[src/rtl/ring_counter_param_if.sv]
// Control/status bundle for ring_counter_param: step/load controls in, counter state and pulses out.
interface ring_counter_param_if #(
  parameter int WIDTH = 8
);
  logic             en;
  logic             load;
  logic [WIDTH-1:0] load_data;
  logic             mode;
  logic             dir;
  logic [WIDTH-1:0] q;
  logic             wrap;
  logic             err;

  modport master (
    output en, load, load_data, mode, dir,
    input  q, wrap, err
  );

  modport slave (
    input  en, load, load_data, mode, dir,
    output q, wrap, err
  );
endinterface

[src/rtl/ring_counter_param.sv]
// Parametrised ring / Johnson shift counter with load, direction control,
// registered wrap pulse and self-correction of illegal states.
module ring_counter_param #(
  parameter int               WIDTH         = 8,
  parameter logic [WIDTH-1:0] RESET_PATTERN = {{(WIDTH-1){1'b0}}, 1'b1}
) (
  input logic                 clk,
  input logic                 reset,
  ring_counter_param_if.slave bus
);

  if (WIDTH < 2 || WIDTH > 32) begin : g_bad_width
    $error("ring_counter_param: WIDTH must be in 2..32");
  end

  if ($countones(RESET_PATTERN) != 1) begin : g_bad_pattern
    $error("ring_counter_param: RESET_PATTERN must be one-hot");
  end

  logic [WIDTH-1:0] q_r;
  logic             wrap_r;
  logic             err_r;
  logic [WIDTH-1:0] step_q;
  logic [WIDTH-1:0] home;
  logic [WIDTH-2:0] trans;
  logic             legal;

  // home doubles as the correction target: RESET_PATTERN in ring, zeros in Johnson
  always_comb begin
    trans = q_r[WIDTH-1:1] ^ q_r[WIDTH-2:0];
    if (bus.mode) begin
      legal  = ($countones(trans) <= 1);
      home   = '0;
      step_q = bus.dir ? {q_r[WIDTH-2:0], ~q_r[WIDTH-1]}
                       : {~q_r[0], q_r[WIDTH-1:1]};
    end else begin
      legal  = ($countones(q_r) == 1);
      home   = RESET_PATTERN;
      step_q = bus.dir ? {q_r[WIDTH-2:0], q_r[WIDTH-1]}
                       : {q_r[0], q_r[WIDTH-1:1]};
    end
  end

  always_ff @(posedge clk or posedge reset) begin
    if (reset) begin
      q_r    <= RESET_PATTERN;
      wrap_r <= 1'b0;
      err_r  <= 1'b0;
    end else if (bus.load) begin
      q_r    <= bus.load_data;
      wrap_r <= 1'b0;
      err_r  <= 1'b0;
    end else if (bus.en && !legal) begin
      q_r    <= home;
      wrap_r <= 1'b0;
      err_r  <= 1'b1;
    end else if (bus.en) begin
      q_r    <= step_q;
      wrap_r <= (step_q == home);
      err_r  <= 1'b0;
    end else begin
      wrap_r <= 1'b0;
      err_r  <= 1'b0;
    end
  end

  assign bus.q    = q_r;
  assign bus.wrap = wrap_r;
  assign bus.err  = err_r;

endmodule

[src/flat_wrapper.sv]
// flat-port wrapper written by rule: the top's interface ports become plain ports
module ring_counter_param_flat 
#(
  parameter int               WIDTH         = 8,
  parameter logic [WIDTH-1:0] RESET_PATTERN = {{(WIDTH-1){1'b0}}, 1'b1}
)
  (clk, reset, bus_en, bus_load, bus_load_data, bus_mode, bus_dir, bus_q, bus_wrap, bus_err);
  ring_counter_param_if #(.WIDTH(WIDTH)) bus_i ();
  input logic clk;
  input logic reset;
  input wire logic [$bits(bus_i.en)-1:0] bus_en;
  input wire logic [$bits(bus_i.load)-1:0] bus_load;
  input wire logic [$bits(bus_i.load_data)-1:0] bus_load_data;
  input wire logic [$bits(bus_i.mode)-1:0] bus_mode;
  input wire logic [$bits(bus_i.dir)-1:0] bus_dir;
  output wire logic [$bits(bus_i.q)-1:0] bus_q;
  output wire logic [$bits(bus_i.wrap)-1:0] bus_wrap;
  output wire logic [$bits(bus_i.err)-1:0] bus_err;
  assign bus_i.en = bus_en;
  assign bus_i.load = bus_load;
  assign bus_i.load_data = bus_load_data;
  assign bus_i.mode = bus_mode;
  assign bus_i.dir = bus_dir;
  assign bus_q = bus_i.q;
  assign bus_wrap = bus_i.wrap;
  assign bus_err = bus_i.err;
  ring_counter_param #(.WIDTH(WIDTH), .RESET_PATTERN(RESET_PATTERN)) u_core (.clk(clk), .reset(reset), .bus(bus_i));
endmodule
[config.mk]
export PLATFORM = sky130hd
export DESIGN_NAME = ring_counter_param_flat
export DESIGN_NICKNAME = d
export VERILOG_FILES = /design/src/rtl/ring_counter_param_if.sv /design/src/rtl/ring_counter_param.sv /design/src/flat_wrapper.sv
export SDC_FILE = /design/constraint.sdc
export NUM_CORES = 1
export LEC_CHECK = 0
export ABC_AREA = 1
export BUFFER_PORTS_ARGS = -buffer_cell sky130_fd_sc_hd__clkbuf_2
export CAP_MARGIN = 20
export CORE_MARGIN = 2
export CORE_UTILIZATION = 35
export DETAILED_ROUTE_END_ITERATION = 10
export GPL_TIMING_DRIVEN = 0
export HOLD_SLACK_MARGIN = 0.1
export SYNTH_ARGS = -nofsm -noshare
export SYNTH_HDL_FRONTEND = slang
export SYNTH_SLANG_ARGS = --single-unit
export TNS_END_PERCENT = 100
[constraint.sdc]
create_clock -name clk -period 4.31 [get_ports clk]
set_clock_uncertainty 0.2 [all_clocks]
set_input_delay 0.431 -clock clk [delete_from_list [all_inputs] [get_ports clk]]
set_output_delay 0.431 -clock clk [all_outputs]
set_load 0.005 [all_outputs]
After elaboration in Yosys (flattened, before gate mapping)
Index checks and enable logic that the tools add are counted.
{ "op_classes": {"mux": 13, "n_addsub": 13, "n_reduce_logical": 3, "order_cmp": 1, "bitwise_logic": 3, "eq_ne": 2} }
{ "ops": {"columns": ["cell", "count"], "rows": [
  ["32-bit adder", 5],
  ["8-bit 2-to-1 mux", 6],
  ["32-bit by 1-bit adder with 32-bit output", 1],
  ["32-bit by 2-bit == test with 1-bit output (second input constant)", 1],
  ["32-bit by 2-bit <= comparator with 1-bit output (second input constant)", 1],
  ["1-bit by 1-bit adder with 2-bit output", 7],
  ["8-bit by 1-bit == test with 1-bit output", 1],
  ["1-bit 2-to-1 mux", 7],
  ["7-bit XOR", 1],
  ["3-bit nonzero test", 1],
  ["1-bit NOT", 2],
  ["1-bit logical AND", 1],
  ["1-bit logical NOT", 1]
]} }
{ "word_totals": {"out_inout_bits": 10, "reg_bits": 10, "wordCells": 38, "input_bits": 14} }

Depth between registers and ports, before layout
Gate-level depths: netlist of run 1.
{ "logic_depth": {"depth_word": 10, "depth_mapped": 17, "depth_no_buf": 17} }

Worst setup path before layout of run 1
Ideal clock, no wire load.
{ "synth_timing": {"path_type": "register to register", "from": "register u_core.q_r[4], in the netlist u_core.bus.q[4]", "to": "register u_core.q_r[0], in the netlist u_core.bus.q[0]", "arrival_time_ps": 2944, "slack_ps": 1090, "path_stages_with_launch": 18, "n_path_buf": 0, "cell_sequence": "dfrtp_1 > ha_1 > inv_1 > fa_1 > inv_1 > fa_1 > ha_1 > inv_1 > fa_1 > nand2_1 > nor2_1 > nand2_1 > nand3_1 > nand2_1 > inv_1 > nand2_1 > nand2_1 > nand2_1"} }
{ "synth_via": {"elab_chain_cells": 10, "elab_cells_between_ends": 17} }
{ "synth_rtl": {"columns": ["item", "line", "source"], "rows": [
  ["start, declared", "ring_counter_param.sv:20", "logic [WIDTH-1:0] q_r;"],
  ["start signal, assigned", "ring_counter_param.sv:50", "q_r <= bus.load_data;"],
  ["start signal, assigned", "ring_counter_param.sv:54", "q_r <= home;"],
  ["start signal, assigned", "ring_counter_param.sv:58", "q_r <= step_q;"],
  ["7-bit XOR", "ring_counter_param.sv:30", "trans = q_r[WIDTH-1:1] ^ q_r[WIDTH-2:0];"],
  ["1-bit by 1-bit adder with 2-bit output (not written as such)", "ring_counter_param.sv:32", "legal = ($countones(trans) <= 1);"],
  ["32-bit adder (not written as such) / 32-bit by 1-bit adder with 32-bit output (equally long branches)", "ring_counter_param.sv:32", null],
  ["32-bit adder (not written as such)", "ring_counter_param.sv:32", null],
  ["32-bit by 2-bit <= comparator with 1-bit output", "ring_counter_param.sv:32", null],
  ["1-bit 2-to-1 mux *", "ring_counter_param.sv:31", "if (bus.mode) begin"],
  ["1-bit logical NOT *", "ring_counter_param.sv:53", "end else if (bus.en && !legal) begin"],
  ["1-bit logical AND *", "ring_counter_param.sv:53", null],
  ["8-bit 2-to-1 mux", "ring_counter_param.sv:53", null],
  ["8-bit 2-to-1 mux", "ring_counter_param.sv:49", "end else if (bus.load) begin"]
]} }
Mark *: on every way between the ends. The rest lies on a longest branch, timed or not.
A chain may end at the register's enable or synchronous reset.

Worst setup path in the final report of run 1
{ "layout_timing": {"from": "register u_core.q_r[4], in the netlist u_core.bus.q[4]", "to": "register u_core.wrap_r, in the netlist u_core.bus.wrap"} }
{ "layout_via": {"elab_chain_cells": 10, "elab_cells_between_ends": 21} }
{ "layout_rtl": {"columns": ["item", "line", "source"], "rows": [
  ["7-bit XOR", "ring_counter_param.sv:30", null],
  ["1-bit by 1-bit adder with 2-bit output (not written as such)", "ring_counter_param.sv:32", null],
  ["32-bit adder (not written as such) / 32-bit by 1-bit adder with 32-bit output (equally long branches)", "ring_counter_param.sv:32", null],
  ["32-bit adder (not written as such)", "ring_counter_param.sv:32", null],
  ["32-bit by 2-bit <= comparator with 1-bit output", "ring_counter_param.sv:32", null],
  ["1-bit 2-to-1 mux", "ring_counter_param.sv:31", null],
  ["1-bit logical NOT", "ring_counter_param.sv:53", null],
  ["1-bit logical AND", "ring_counter_param.sv:53", null],
  ["1-bit 2-to-1 mux *", "ring_counter_param.sv:53", null],
  ["1-bit 2-to-1 mux *", "ring_counter_param.sv:49", null],
  ["end signal, assigned", "ring_counter_param.sv:59", "wrap_r <= (step_q == home);"],
  ["end, declared", "ring_counter_param.sv:21", "logic wrap_r;"]
]} }
Marked as above.

==> impl_metrics.ini, run 1 <==
[setup_path]
crit_family = adder cells
path_buf_inv = 3
crit_path_cell_trace = ha_1 -> inv_1 -> fa_1 -> inv_1 -> fa_1 -> ha_1 -> inv_1 -> fa_1 -> nand2_1 -> nor2_1 -> a21oi_4 -> nand2_4 -> nand3_1 -> nor2_1
r2r_cells = 14
critPathMaxStageDelay_ns = 0.54
r2r_slack_ns = 0.86
cp.depth = 14
startpoint_type = register
critPathCaptureType = register
cp_slowest_cell = fa_1
crit_type = reg2reg
cp_max_fo = 8
cp.arrival_ns = 3.44
cp.required_ns = 4.31

[global_routing]
grt_busiest_layer = met2
met3_usage = 0.00649
grt_max_degree = 11
gr-usage-all-layers = 0.155
grtUsageMet2 = 0.300
overflow = 0
grt_use_met1 = 0.180
grt_pass1_wl_um = 4220
grt_pass1_vias = 998
antenna_found_initial = 0

[yosys]
syn_area_um2 = 1090
synth-seq-cells = 10
synth_edf_count = 0
synth_cell_types = 26
syn_area_per_cell_um2 = 7.31
synthArstFlopShare = 1.00
synthFlopType = dfrtp_1
postSynthCellCount = 149
synth-seq-area-share = 0.231
syn_nets = 179
yosysWarnings = 0

[layout]
final_cell_mix = 35 x nand2_1, 28 x inv_1, 22 x clkbuf_2, 13 x nor2_1, 10 x ha_1
layout.cells.most_common = nand2_1
syn_to_final_growth_pct = 18.1
insertedDiodeCount = 0
multiInputGateArea_um2 = 702
final_util = 0.429
drive_gt1_frac = 0.227
final_nets = 207
fill_cells = 313
design_area_um2 = 1290
fin_cells = 209
seq_area_um2 = 251

[timing]
drv_slew = 0
worst_slack_ns = 0.863
fin_setup_tns_ns = 0
hold_violations = 0
setup_violations = 0
period_share = 0.800
fmax_ghz = 0.290
max-slew-margin-rel = 0.744
rsz0062_at_grt = no
layout_min_cycle_time_ns = 3.45
max_slew.worst_pin.slew_ns = 0.384

[route]
firstDrtPassIters = 4
drt_iter0_markers = 11
ant_nets = 0
wirelength_um = 2560
num_vias = 1021
drc = 0
viasPerCell = 4.89
routedWlPerCell_um = 12.3

[clocking]
postCtsSetupBuffers = 0
clockBufferDepth = 2
clockRootBuffer = clkbuf_4
numClockSinks = 10
cts_tree = done
worstSkewPairLatency_ns = 0.27
numCtsBuffers = 3
cts.htree.levels = 1
path_clk_slew_ns = 0.07

[worst_hold_path]
hold_path_class = in2reg
holdPathStages = 3

[placed_design]
gp_congestion = 0.914
placed_area_um2 = 1240
hpwl_um = 2120
io_buffer_count = 22
dp_cells = 204
post-place-ws_ns = 0.836

[floorplanning]
row_count = 20
initial_utilization = 0.363
core_area_um2 = 3000
ioPinCount = 24
die_x_um = 59.8
die_area_um2 = 3580
die_y_um = 59.8

[power]
p_leak_nw = 0.709
p_comb_frac = 0.759
seqPwrFrac = 0.164
peakVddDrop_mv = 0.320
clkPwrFrac = 0.077
p_sw_w = 0.000595
p_per_area_nw_per_um2 = 867
cell_internal_pwr_w = 0.000522
swShare = 0.533

[job]
maxCapViolCount = 0

[outcome]
outcome = finished, final reports clean
## synthesized netlist by cell type, types with 3 or more instances
cell,instances,share of area
nand2_1,35,0.12
nor2_1,13,0.045
dfrtp_1,9,0.21
nor3_1,3,0.014
nand3_1,6,0.028
fa_1,6,0.11
o22ai_1,6,0.034
a21oi_1,8,0.037
inv_1,28,0.096
o21ai_0,5,0.023
ha_1,10,0.11
xor2_1,3,0.024
## sequential cells by signal, indices dropped and copies added, names as in the netlist
signal,flops
u_core.bus.q,8
u_core.bus.wrap,1
u_core.bus.err,1
## cell type report
| cell class | count | area share |
|---|---|---|
| Buffer | 3 | 0.0165 |
| Clock buffer | 4 | 0.0282 |
| Inverter | 30 | 0.0894 |
| Multi-Input combinational cell | 106 | 0.545 |
| Sequential cell | 10 | 0.195 |
| Tap cell | 33 | 0.0321 |
| Timing Repair Buffer | 23 | 0.0933 |
## metrics by stage
step                power (W)  hold WS [ns]
detailed placement    0.00105         0.212
CTS                   0.00114         0.261
floorplan            0.000829        0.0705
finish                0.00112         0.259
global placement     0.000999         0.202
global route          0.00129         0.292
## worst register-to-register path: stages, from the launching register on
cell and delay [ns]:
dfrtp_1 0.51, ha_1 0.20, inv_1 0.05, fa_1 0.50
inv_1 0.06, fa_1 0.54, ha_1 0.14, inv_1 0.05
fa_1 0.48, nand2_1 0.05, nor2_1 0.19, a21oi_4 0.10
nand2_4 0.10, nand3_1 0.08, nor2_1 0.14
## logic make-up (layout without fill, tap and decap cells)
logic type,count (synthesis),count (layout),share of synthesized area
fa+ha+maj,16,16,0.225
buf+inv,33,60,0.125
compound gates,22,22,0.130
flops,10,10,0.231
simple gates,64,64,0.257
xor+xnor,4,4,0.0322
## path summary, 6_finish.rpt
| kind | from | to |
|---|---|---|
| min in group asynchronous | reset | u_core.bus.err |
| worst min-delay path | bus_load_data[5] | u_core.bus.q[5] |
| worst min register to register | u_core.bus.q[0] | u_core.bus.q[0] |
| max in group asynchronous | reset | u_core.bus.q[0] |
| worst max register to register | u_core.bus.q[4] | u_core.bus.wrap |
| worst max-delay path | u_core.bus.q[4] | u_core.bus.wrap |
## repair_timing
action                                 in CTS  in global routing
gates resized for setup                     0                  0
hold buffers                                1                  0
endpoints found under the hold margin       9                  0
## power groups by stage
| stage | Sequential [W] | Combinational, W | Clock (W) |
|---|---|---|---|
| after floorplan | 0.000168 | 0.000660 | 0 |
| after global placement | 0.000183 | 0.000816 | 0 |
| after detailed placement | 0.000185 | 0.000862 | 0 |
| after CTS | 0.000183 | 0.000866 | 0.0000883 |
| after global routing | 0.000188 | 0.00101 | 0.0000896 |
| final | 0.000183 | 0.000848 | 0.0000859 |
## per-layer routing
metal	wire length, µm	up-vias
met2	1360	19
met1	1110	473
li1	-	524
met4	29	0
met5	0	-
met3	71	5
(Power assumes the default switching activity.)
==> run 2: changes to the inputs <==
- clock period: 4.31 -> 3.3 ns (I/O delays scaled with it)
==> impl_metrics.ini, run 2 (synthesis gave the netlist of run 1 again) <==
[outcome]
outcome = finished, final reports clean

[placed_design]
hpwl_um = 2120
io_buffer_count = 22
placed_area_um2 = 1240
post-place-ws_ns = -0.174
dp_cells = 204
gp_congestion = 0.914

[power]
p_sw_w = 0.000878
seqPwrFrac = 0.132
swShare = 0.531
p_comb_frac = 0.800
peakVddDrop_mv = 0.414
p_leak_nw = 0.742
p_per_area_nw_per_um2 = 1180
cell_internal_pwr_w = 0.000776
clkPwrFrac = 0.068

[global_routing]
antenna_found_initial = 0
grt_pass1_vias = 1023
gr-usage-all-layers = 0.171
grt_pass1_wl_um = 4490
overflow = 0
grt_max_degree = 11

[setup_path]
cp_slowest_cell = fa_1
critPathMaxStageDelay_ns = 0.55
crit_type = reg2reg
cp.required_ns = 3.30
startpoint_type = register
cp_max_fo = 7
cp.arrival_ns = 3.28
critPathCaptureType = register
crit_path_cell_trace = ha_4 -> inv_2 -> fa_1 -> inv_2 -> fa_1 -> ha_2 -> inv_2 -> fa_1 -> nand2_2 -> nor2_4 -> a21oi_4 -> nand2_4 -> nand3_1 -> nor2_2

[clocking]
clockBufferDepth = 2
cts.htree.levels = 1
path_clk_slew_ns = 0.07
cts_tree = done
clockRootBuffer = clkbuf_4
worstSkewPairLatency_ns = 0.27
numCtsBuffers = 3
numClockSinks = 10

[route]
routedWlPerCell_um = 13.6
num_vias = 1082
ant_nets = 0
wirelength_um = 2940
firstDrtPassIters = 4
viasPerCell = 5.01
drc = 0
drt_iter0_markers = 42

[layout]
final_util = 0.468
final_nets = 214
final_cell_mix = 33 x nand2_1, 25 x inv_1, 22 x clkbuf_2, 11 x nor2_1, 8 x ha_1
fin_cells = 216
layout.cells.most_common = nand2_1
design_area_um2 = 1410
syn_to_final_growth_pct = 28.9
largest_reg_flops = 8
drive_gt1_frac = 0.372
insertedDiodeCount = 0

[timing]
hold_ws_ns = 0.162
max-slew-margin-rel = 0.738
fmax_ghz = 0.305
hold_violations = 0
rsz0062_at_grt = yes
setup_violations = 0
drv_slew = 0
worst_slack_ns = 0.0246
max_slew.worst_pin.slew_ns = 0.393
period_share = 0.993
layout_min_cycle_time_ns = 3.28

[floorplanning]
die_area_um2 = 3580
die_y_um = 59.8
ioPinCount = 24
core_area_um2 = 3000
row_count = 20
die_x_um = 59.8
initial_utilization = 0.363

[job]
maxCapViolCount = 0

[worst_hold_path]
hold_path_class = in2reg
==> run 2: cell count changes in the layout (fill, tap and decap cells not counted), moves of 3 or more <==
cell / before / now
a21oi_1: 8 / 3
a21oi_2: 0 / 5
buf_4: 0 / 7
dfrtp_1: 9 / 4
dfrtp_2: 0 / 5
inv_1: 28 / 25
inv_2: 1 / 4
==> run 2: critical path, delay by kind of cell, from the launching register on <==
family | cells | cell delay [ns]
AOI/OAI and AO/OA | 1 | 0.08
adders and majority gates | 5 | 1.93
buffers and inverters | 3 | 0.10
DFF | 1 | 0.41
and+or+nand+nor | 5 | 0.50
==> run 2: power by group through the flow <==
stage | combinational, W | clock, W | sequential (W)
finish | 0.00132 | 0.000112 | 0.000218
global route | 0.00153 | 0.000119 | 0.000222
CTS | 0.00122 | 0.000115 | 0.000214
detailed placement | 0.00113 | 0 | 0.000241
global placement | 0.00107 | 0 | 0.000239
floorplan | 0.000862 | 0 | 0.000220
==> run 2: layout make-up <==
class	count	area, µm²
fill	310	1600
multi-input combinational	106	761
sequential	10	258
timing repair buffer	30	173
inverter	30	115
tap	33	41.3
clock buffer	4	36.3
buffer	3	21.3
==> run 2: final timing paths <==
| check | from | end | slack, ns | depth (start not counted) |
|---|---|---|---|---|
| setup reg to reg | u_core.bus.q[6] | u_core.bus.wrap | 0.02 | 14 |
| setup / recovery | u_core.bus.q[6] | u_core.bus.wrap | 0.02 | 14 |
| hold / removal | bus_load_data[7] | u_core.bus.q[7] | 0.16 | 3 |
| min in group asynchronous | reset | u_core.bus.q[6] | 0.37 | 3 |
| max in group asynchronous | reset | u_core.bus.q[0] | 2.22 | 3 |
| hold reg to reg | u_core.bus.q[0] | u_core.bus.q[0] | 0.33 | 2 |
==> run 2: per-stage QoR <==
| stage | power (W) | setup TNS (ns) |
|---|---|---|
| 2_1_floorplan | 0.00108 | 0 |
| 3_3_place_gp | 0.00130 | -0.792 |
| 3_5_place_dp | 0.00137 | -1.40 |
| 4_1_cts | 0.00155 | 0 |
| 5_1_grt | 0.00187 | -0.862 |
| 6_report | 0.00165 | 0 |
==> run 2: routing by layer <==
metal	share of wire	GRT usage	up-vias
li1	-	-	533
met1	0.42	0.197	514
met2	0.53	0.323	28
met3	0.037	0.0195	7
met4	0.013	0.0540	0
met5	0	0	-
==> run 2: repair_timing <==
action | in CTS | in global routing
pin swaps | 0 | 4
setup buffers | 6 | 1
hold buffers | 1 | 0
hold endpoints to repair | 9 | 0
gates resized for setup | 7 | 15
endpoints found under the setup margin | 10 | 9
